## src/rtl/ln_mcif_rd_arb.sv

```systemverilog
// Two-requester round-robin read arbiter onto one MCIF read port. An in-order tag FIFO
// records the owner and burst length of each command so response beats are steered back.
module ln_mcif_rd_arb #(
    parameter int LEN_W = 8,
    parameter int PD_W  = LEN_W + 64,
    parameter int DAT_W = 256,
    parameter int OUTS  = 8
) (
    input  logic                   clk,
    input  logic                   rst,
    input  logic                   req0_vld,
    output logic                   req0_rdy,
    input  logic [PD_W-1:0]        req0_pd,
    input  logic                   req1_vld,
    output logic                   req1_rdy,
    input  logic [PD_W-1:0]        req1_pd,
    output logic                   mcif_req_vld,
    input  logic                   mcif_req_rdy,
    output logic [PD_W-1:0]        mcif_req_pd,
    input  logic                   mcif_resp_vld,
    output logic                   mcif_resp_rdy,
    input  logic [DAT_W-1:0]       mcif_resp_pd,
    output logic                   resp0_vld,
    input  logic                   resp0_rdy,
    output logic [DAT_W-1:0]       resp0_pd,
    output logic                   resp1_vld,
    input  logic                   resp1_rdy,
    output logic [DAT_W-1:0]       resp1_pd,
    output logic [$clog2(OUTS):0]  outstanding,
    output logic                   idle,
    output logic                   err_orphan
);

    localparam int AW = $clog2(OUTS);
    localparam logic [AW:0] CNT_ONE  = (AW+1)'(1);
    localparam logic [AW:0] CNT_FULL = (AW+1)'(OUTS);

    logic             last_q, last_d;
    logic             lock_q, lock_d;
    logic             lock_id_q, lock_id_d;
    logic [AW-1:0]    wptr_q, wptr_d;
    logic [AW-1:0]    rptr_q, rptr_d;
    logic [AW:0]      cnt_q, cnt_d;
    logic [LEN_W-1:0] bcnt_q, bcnt_d;
    logic             err_q, err_d;
    logic             id_q  [OUTS];
    logic             id_d  [OUTS];
    logic [LEN_W-1:0] len_q [OUTS];
    logic [LEN_W-1:0] len_d [OUTS];

    logic             fifo_full, fifo_empty;
    logic             sel, sel_vld;
    logic [PD_W-1:0]  sel_pd;
    logic             cmd_hs, resp_hs, pop;
    logic             hid;
    logic [LEN_W-1:0] hlen;

    // Command selection; a stalled command keeps its owner so the payload stays stable.
    always_comb begin
        fifo_full  = (cnt_q == CNT_FULL);
        fifo_empty = (cnt_q == '0);
        if (lock_q) begin
            sel     = lock_id_q;
            sel_vld = lock_id_q ? req1_vld : req0_vld;
        end else begin
            sel_vld = req0_vld | req1_vld;
            sel     = (req0_vld & req1_vld) ? ~last_q : req1_vld;
        end
        sel_pd       = sel ? req1_pd : req0_pd;
        mcif_req_vld = sel_vld & ~fifo_full;
        mcif_req_pd  = sel_pd;
        req0_rdy     = mcif_req_rdy & ~fifo_full & ~sel;
        req1_rdy     = mcif_req_rdy & ~fifo_full & sel;
        cmd_hs       = mcif_req_vld & mcif_req_rdy;
    end

    // Response steering from the FIFO head.
    always_comb begin
        hid           = id_q[rptr_q];
        hlen          = len_q[rptr_q];
        resp0_vld     = mcif_resp_vld & ~fifo_empty & ~hid;
        resp1_vld     = mcif_resp_vld & ~fifo_empty & hid;
        resp0_pd      = mcif_resp_pd;
        resp1_pd      = mcif_resp_pd;
        mcif_resp_rdy = ~fifo_empty & (hid ? resp1_rdy : resp0_rdy);
        resp_hs       = mcif_resp_vld & mcif_resp_rdy;
        pop           = resp_hs & (bcnt_q == hlen);
        outstanding   = cnt_q;
        idle          = ~req0_vld & ~req1_vld & fifo_empty & ~lock_q;
        err_orphan    = err_q;
    end

    always_comb begin
        last_d    = last_q;
        lock_d    = lock_q;
        lock_id_d = lock_id_q;
        wptr_d    = wptr_q;
        rptr_d    = rptr_q;
        cnt_d     = cnt_q;
        bcnt_d    = bcnt_q;
        err_d     = err_q | (mcif_resp_vld & fifo_empty);
        id_d      = id_q;
        len_d     = len_q;

        if (mcif_req_vld & ~mcif_req_rdy) begin
            lock_d    = 1'b1;
            lock_id_d = sel;
        end else if (cmd_hs) begin
            lock_d = 1'b0;
        end

        if (cmd_hs) begin
            id_d[wptr_d]  = sel;
            len_d[wptr_d] = sel_pd[64 +: LEN_W];
            wptr_d        = wptr_q + 1'b1;
            last_d        = sel;
        end

        if (resp_hs) begin
            if (pop) begin
                bcnt_d = '0;
                rptr_d = rptr_q + 1'b1;
            end else begin
                bcnt_d = bcnt_q + LEN_W'(1);
            end
        end

        if (cmd_hs & ~pop) begin
            cnt_d = cnt_q + CNT_ONE;
        end else if (pop & ~cmd_hs) begin
            cnt_d = cnt_q - CNT_ONE;
        end
    end

    always_ff @(posedge clk or posedge rst) begin
        if (rst) begin
            last_q    <= 1'b1;
            lock_q    <= 1'b0;
            lock_id_q <= 1'b0;
            wptr_q    <= '0;
            rptr_q    <= '0;
            cnt_q     <= '0;
            bcnt_q    <= '0;
            err_q     <= 1'b0;
            for (int i = 0; i < OUTS; i++) begin
                id_q[i]  <= 1'b0;
                len_q[i] <= '0;
            end
        end else begin
            last_q    <= last_d;
            lock_q    <= lock_d;
            lock_id_q <= lock_id_d;
            wptr_q    <= wptr_d;
            rptr_q    <= rptr_d;
            cnt_q     <= cnt_d;
            bcnt_q    <= bcnt_d;
            err_q     <= err_d;
            id_q      <= id_d;
            len_q     <= len_d;
        end
    end

endmodule

```

## config.mk

```make
export PLATFORM = sky130hd
export DESIGN_NAME = ln_mcif_rd_arb
export DESIGN_NICKNAME = d
export VERILOG_FILES = /design/src/rtl/ln_mcif_rd_arb.sv
export SDC_FILE = /design/constraint.sdc
export NUM_CORES = 1
export LEC_CHECK = 0
export BUFFER_PORTS_ARGS = -buffer_cell sky130_fd_sc_hd__buf_2
export CAP_MARGIN = 20
export CORE_AREA = 4 4 392 394
export CTS_CLUSTER_DIAMETER = 120
export DETAILED_ROUTE_END_ITERATION = 7
export DIE_AREA = 0 0 396 398
export HOLD_SLACK_MARGIN = 0.1
export SYNTH_ARGS = -nofsm -noshare
export SYNTH_HDL_FRONTEND = slang
export SYNTH_SLANG_ARGS = --single-unit
```

## constraint.sdc

```tcl
create_clock -name clk -period 4.65 [get_ports clk]
set_input_delay 0.93 -clock clk [delete_from_list [all_inputs] [get_ports clk]]
set_output_delay 0.93 -clock clk [all_outputs]
set_load 0.005 [all_outputs]
```

# Word level (Yosys, flattened, before mapping)
# Cells that the tools add are included.
[word_totals]
mem_count = 0
romBits = 0
word_cells = 96
reg_bits = 94
latch_bits = 0
ramBits = 0
[op_classes]
addsub = 5
reduce_logical = 5
n_div = 0
order_cmp = 3
mux = 23
bitwise = 34
eq_ne = 2
multipliers = 0
shifts = 0
[ops]
columns = ["operator", "count"]
rows = [
  ["$mux W72", 1],
  ["$bwmux W64", 1],
  ["$mux W8", 4],
  ["$bmux W8 S3", 1],
  ["$demux W8 S3", 1],
  ["$and A1 B1 Y1", 19],
  ["$not A1 Y1", 11],
  ["$mux W1", 10],
  ["$add A8 B1 Y8 const B", 1],
  ["$bwmux W8", 1],
  ["$eq A8 B8 Y1", 1],
  ["$ge A4 B4 Y1 const B", 2],
  ["$mux W4", 2],
  ["$not A3 Y4", 2],
  ["$add A3 B1 Y3 const B", 2],
  ["$add A4 B1 Y4 const B", 1],
  ["$eq A4 B4 Y1 const B", 1],
  ["$logic_not A4 Y1", 1],
  ["$lt A4 B1 Y1 const B", 1],
  ["$reduce_bool A2 Y1", 2],
  ["$sub A4 B1 Y4 const B", 1],
  ["$bmux W1 S3", 1],
  ["$demux W1 S3", 1],
  ["$or A1 B1 Y1", 2],
  ["2 further kinds", 2],
]

# Depth between registers and ports, before layout
[depth]
depth_word = 11
mapped_depth = 17
mapped_depth_nobuf = 14

# Worst setup path after synthesis
# No wires, ideal clock.
[synth_path]
kind = "register to register"
start = "register rptr_q[1]"
end = "register cnt_q[3] (netlist: outstanding[3])"
n_path_buf = 2
setup_time_ps = 126
arrival_ps = 3458
setup_slack_ps = 1066
required_time_ps = 4524
path_stages_with_launch = 17
cell_sequence = "dfrtp_1 > buf_6 > mux2i_1 > mux4_2 > mux2i_4 > or4_4 > nor3_2 > buf_6 > inv_1 > ha_1 > inv_1 > ha_1 > a21o_1 > a21oi_1 > xnor2_1 > nor2_1 > xor2_1"
[synth_via]
elab_chain_len = 11
[synth_lines]
columns = ["item", "line", "text"]
rows = [
  ["start: declaration", "42", "logic [AW-1:0] rptr_q, rptr_d;"],
  ["start signal: assignment", "154", "rptr_q <= rptr_d;"],
  ["$not A3 Y4 (implied by the code) *", "79, 80", ""],
  ["$bmux W1 S3", "79", "hid = id_q[rptr_q];"],
  ["$mux W1 (implied by the code) (2 in series)", "79", ""],
  ["$mux W1", "85", "mcif_resp_rdy = ~fifo_empty & (hid ? resp1_rdy : resp0_rdy);"],
  ["$and A1 B1 Y1", "85", ""],
  ["$and A1 B1 Y1", "86", "resp_hs = mcif_resp_vld & mcif_resp_rdy;"],
  ["$and A1 B1 Y1 *", "87", "pop = resp_hs & (bcnt_q == hlen);"],
  ["$not A1 Y1", "128", "if (cmd_hs & ~pop) begin"],
  ["$and A1 B1 Y1", "128", ""],
  ["$mux W4 or $reduce_bool A2 Y1 (tied branches)", "--", ""],
  ["end signal: assignment", "155", "cnt_q <= cnt_d;"],
  ["end: declaration", "43", "logic [AW:0] cnt_q, cnt_d;"],
]
# Every way passes the cells marked *; elsewhere a longest branch is shown, timed or not. The select of a mux whose other input is x is not followed.
# A chain may end at the register's enable or synchronous reset.

# Final worst setup path
# Same ends and word-level chain as after synthesis.

==> impl_metrics.json <==
{
  "crit_fanout": 16,
  "die_h_um": 398,
  "clkTransAtPathRegs_ps": 70,
  "clock-sinks": 94,
  "nets": 1153,
  "numPortBuffers": 235,
  "synth-edff-count": 0,
  "worst_slack_ps": 904,
  "place_hpwl_um": 56300,
  "ys.flop_type": "dfrtp_1",
  "slew-limit-headroom_pct": 46.7,
  "status": "finished clean",
  "cp.required_ps": 4890,
  "async_flop_share_pct": 100,
  "clock.fmax_mhz": 267,
  "wl_um": 62900,
  "grt_pass1_vias": 5623,
  "hold_violations": 0,
  "synth_nets": 1428,
  "cts_setup_buffers": 0,
  "cts_hold_buf": 0,
  "criticalPathCategory": "reg2reg",
  "antenna_found_initial": 29,
  "firstDrtPassIters": 4,
  "final.min_clock_period_ps": 3750,
  "hold_ws_ps": 464,
  "grt_max_degree": 51,
  "grt-ovfl-total": 0,
  "endpoint_kind": "flop",
  "grt_first_pass_wirelength_um": 74700,
  "tightest_slew_ps": 797,
  "max-cap-violations": 0,
  "io_pins": 1004,
  "vias_per_cell": 2.04,
  "yosys_warnings": 0,
  "rsz0062_at_grt": "no",
  "die_width_um": 396,
  "finalPower_mw": 4.44,
  "syn_avg_cell_area_um2": 9.02,
  "drive_gt1_share_pct": 49.3,
  "critPathArrivalTime_ps": 3980,
  "slew_viol_final": 0,
  "finalCritPeriodShare_pct": 80.5,
  "ys_ff_latch": 94,
  "fill_cells": 17613,
  "start_util_pct": 6.10,
  "power_density_nw_per_um2": 473,
  "via_count": 5636,
  "syn_area_um2": 9140,
  "cts_tree": "done",
  "peakVddDrop_mv": 0.179,
  "start_kind": "flop",
  "drc": 0,
  "ys_types": 41,
  "cts_resized": 0,
  "drt_iter0_drc": 254,
  "yosysSeqAreaShare_pct": 25.8,
  "wire_per_inst_um": 22.8,
  "grt_util_all_layers_pct": 7.53,
  "hold_class": "reg2reg",
  "insertion_delay_ps": 360,
  "syn_inst": 1013,
  "dp_slack_ps": 873,
  "cts_buffer_depth": 2,
  "postRouteAntennaNets": 0,
  "die-area_um2": 158000,
  "tns_ps": 0,
  "core_um2": 150000,
  "cts-htree-levels": 3,
  "clockRootBuffer": "clkbuf_16",
  "numCtsBuffers": 9,
  "rows": 142,
  "place.gp.congestion": 0.924,
  "setup_viol": 0,
  "syn_to_final_growth_pct": 2.77,
  "leakagePower_nw": 3.38,
  "skew_ps": 14.3
}
-- layout make-up --
class	instances	area (um2)	area share, %
multi-input combinational	358	2770	29.5
antenna	5	12.5	0.133
clock buffer	9	225	2.40
tap	2016	2520	26.9
sequential	94	2350	25.1
timing repair buffer	259	1370	14.6
inverter	16	61.3	0.653
clock inverter	7	78.8	0.840
-- report_power, final --
| part | internal, mW | switching, mW | total (mW) | leakage [nW] |
|---|---|---|---|---|
| registers | 1.19 | 0.285 | 1.48 | 1.14 |
| logic | 1.08 | 1.12 | 2.20 | 2.09 |
| clock network | 0.382 | 0.375 | 0.757 | 0.148 |
-- final timing paths --
| check | start | endpoint | slack [ps] | depth (start not counted) |
|---|---|---|---|---|
| worst min-delay path | err_orphan | err_orphan | 460 | 1 |
| worst max register to register | rptr_q[1] | outstanding[3] | 900 | 15 |
| worst max-delay path | rptr_q[1] | outstanding[3] | 900 | 15 |
| min in group asynchronous | rst | len_q[56] | 620 | 2 |
| max in group asynchronous | rst | last_q | 3140 | 3 |
| worst min register to register | err_orphan | err_orphan | 460 | 1 |
-- cells by family after synthesis --
group | synth area share [%]
and+or+nand+nor | 6.59
adders and majority gates | 1.04
DFF | 25.8
AOI/OAI and AO/OA | 4.57
muxes | 15.5
xor gates and xnor gates | 2.19
buffers and inverters | 44.4
-- routing by layer --
metal / up-vias / share of wire, % / track usage [%] / routed length, um
li1: 2227 / - / - / -
met1: 2470 / 29 / 6.34 / 18000
met2: 821 / 43 / 11.1 / 27200
met3: 106 / 24 / 8.70 / 14900
met4: 12 / 3.1 / 2.14 / 1960
met5: - / 1.1 / 3.48 / 722
-- state kept, by name, indices dropped and copies added, names as in the netlist --
signal and count:
bcnt_q 8, err_orphan 1, id_q 8, last_q 1
len_q 64, lock_id_q 1, lock_q 1, outstanding 4
rptr_q 3, wptr_q 3
-- cells in the mapped netlist (4+ instances only) --
master	count	area, um2
clkbuf_1	22	82.6
buf_2	4	20.0
dfrtp_1	93	2330
mux2_2	67	754
mux4_2	10	225
nor2_1	54	203
inv_1	16	60.1
o21ai_0	38	190
nand2_1	48	180
a21oi_1	41	205
mux2i_1	33	330
ha_1	6	75.1
nor4_1	7	43.8
xor2_1	8	70.1
buf_4	514	3860
xnor2_1	13	114
-- critical path: stages (launching register included) --
cell	delay, ps
dfrtp_1	480
buf_4	340
mux4_2	530
mux2i_1	200
xnor2_1	90
or4_4	490
nor3_2	160
inv_1	60
ha_1	200
inv_1	130
ha_1	250
a21o_1	180
a21oi_1	180
xnor2_1	140
nor2_1	70
xor2_1	140
-- layout by cell type (no fill, tap or decap), types with 5 or more instances in the layout --
| cell | n |
|---|---|
| mux2_2 | 67 |
| nand2_1 | 48 |
| dfrtp_1 | 93 |
| clkbuf_16 | 9 |
| buf_2 | 235 |
| buf_4 | 23 |
| mux4_2 | 10 |
| diode_2 | 5 |
| xor2_1 | 8 |
| xnor2_1 | 13 |
| ha_1 | 6 |
| inv_1 | 15 |
| a21oi_1 | 40 |
| mux2i_1 | 29 |
| o21ai_0 | 38 |
| nor2_1 | 54 |
| nor4_1 | 7 |
-- per-stage QoR --
stage / util [%] / std cells / cell area (um2)
3_3_place_gp: 6.06 / 2743 / 9070
3_5_place_dp: 6.06 / 2743 / 9070
2_1_floorplan: - / 1013 / 9140
6_report: 6.27 / 2764 / 9390
4_1_cts: 6.26 / 2759 / 9380
5_1_grt: 6.27 / 2763 / 9390
Power figures use the tool's default switching activity.
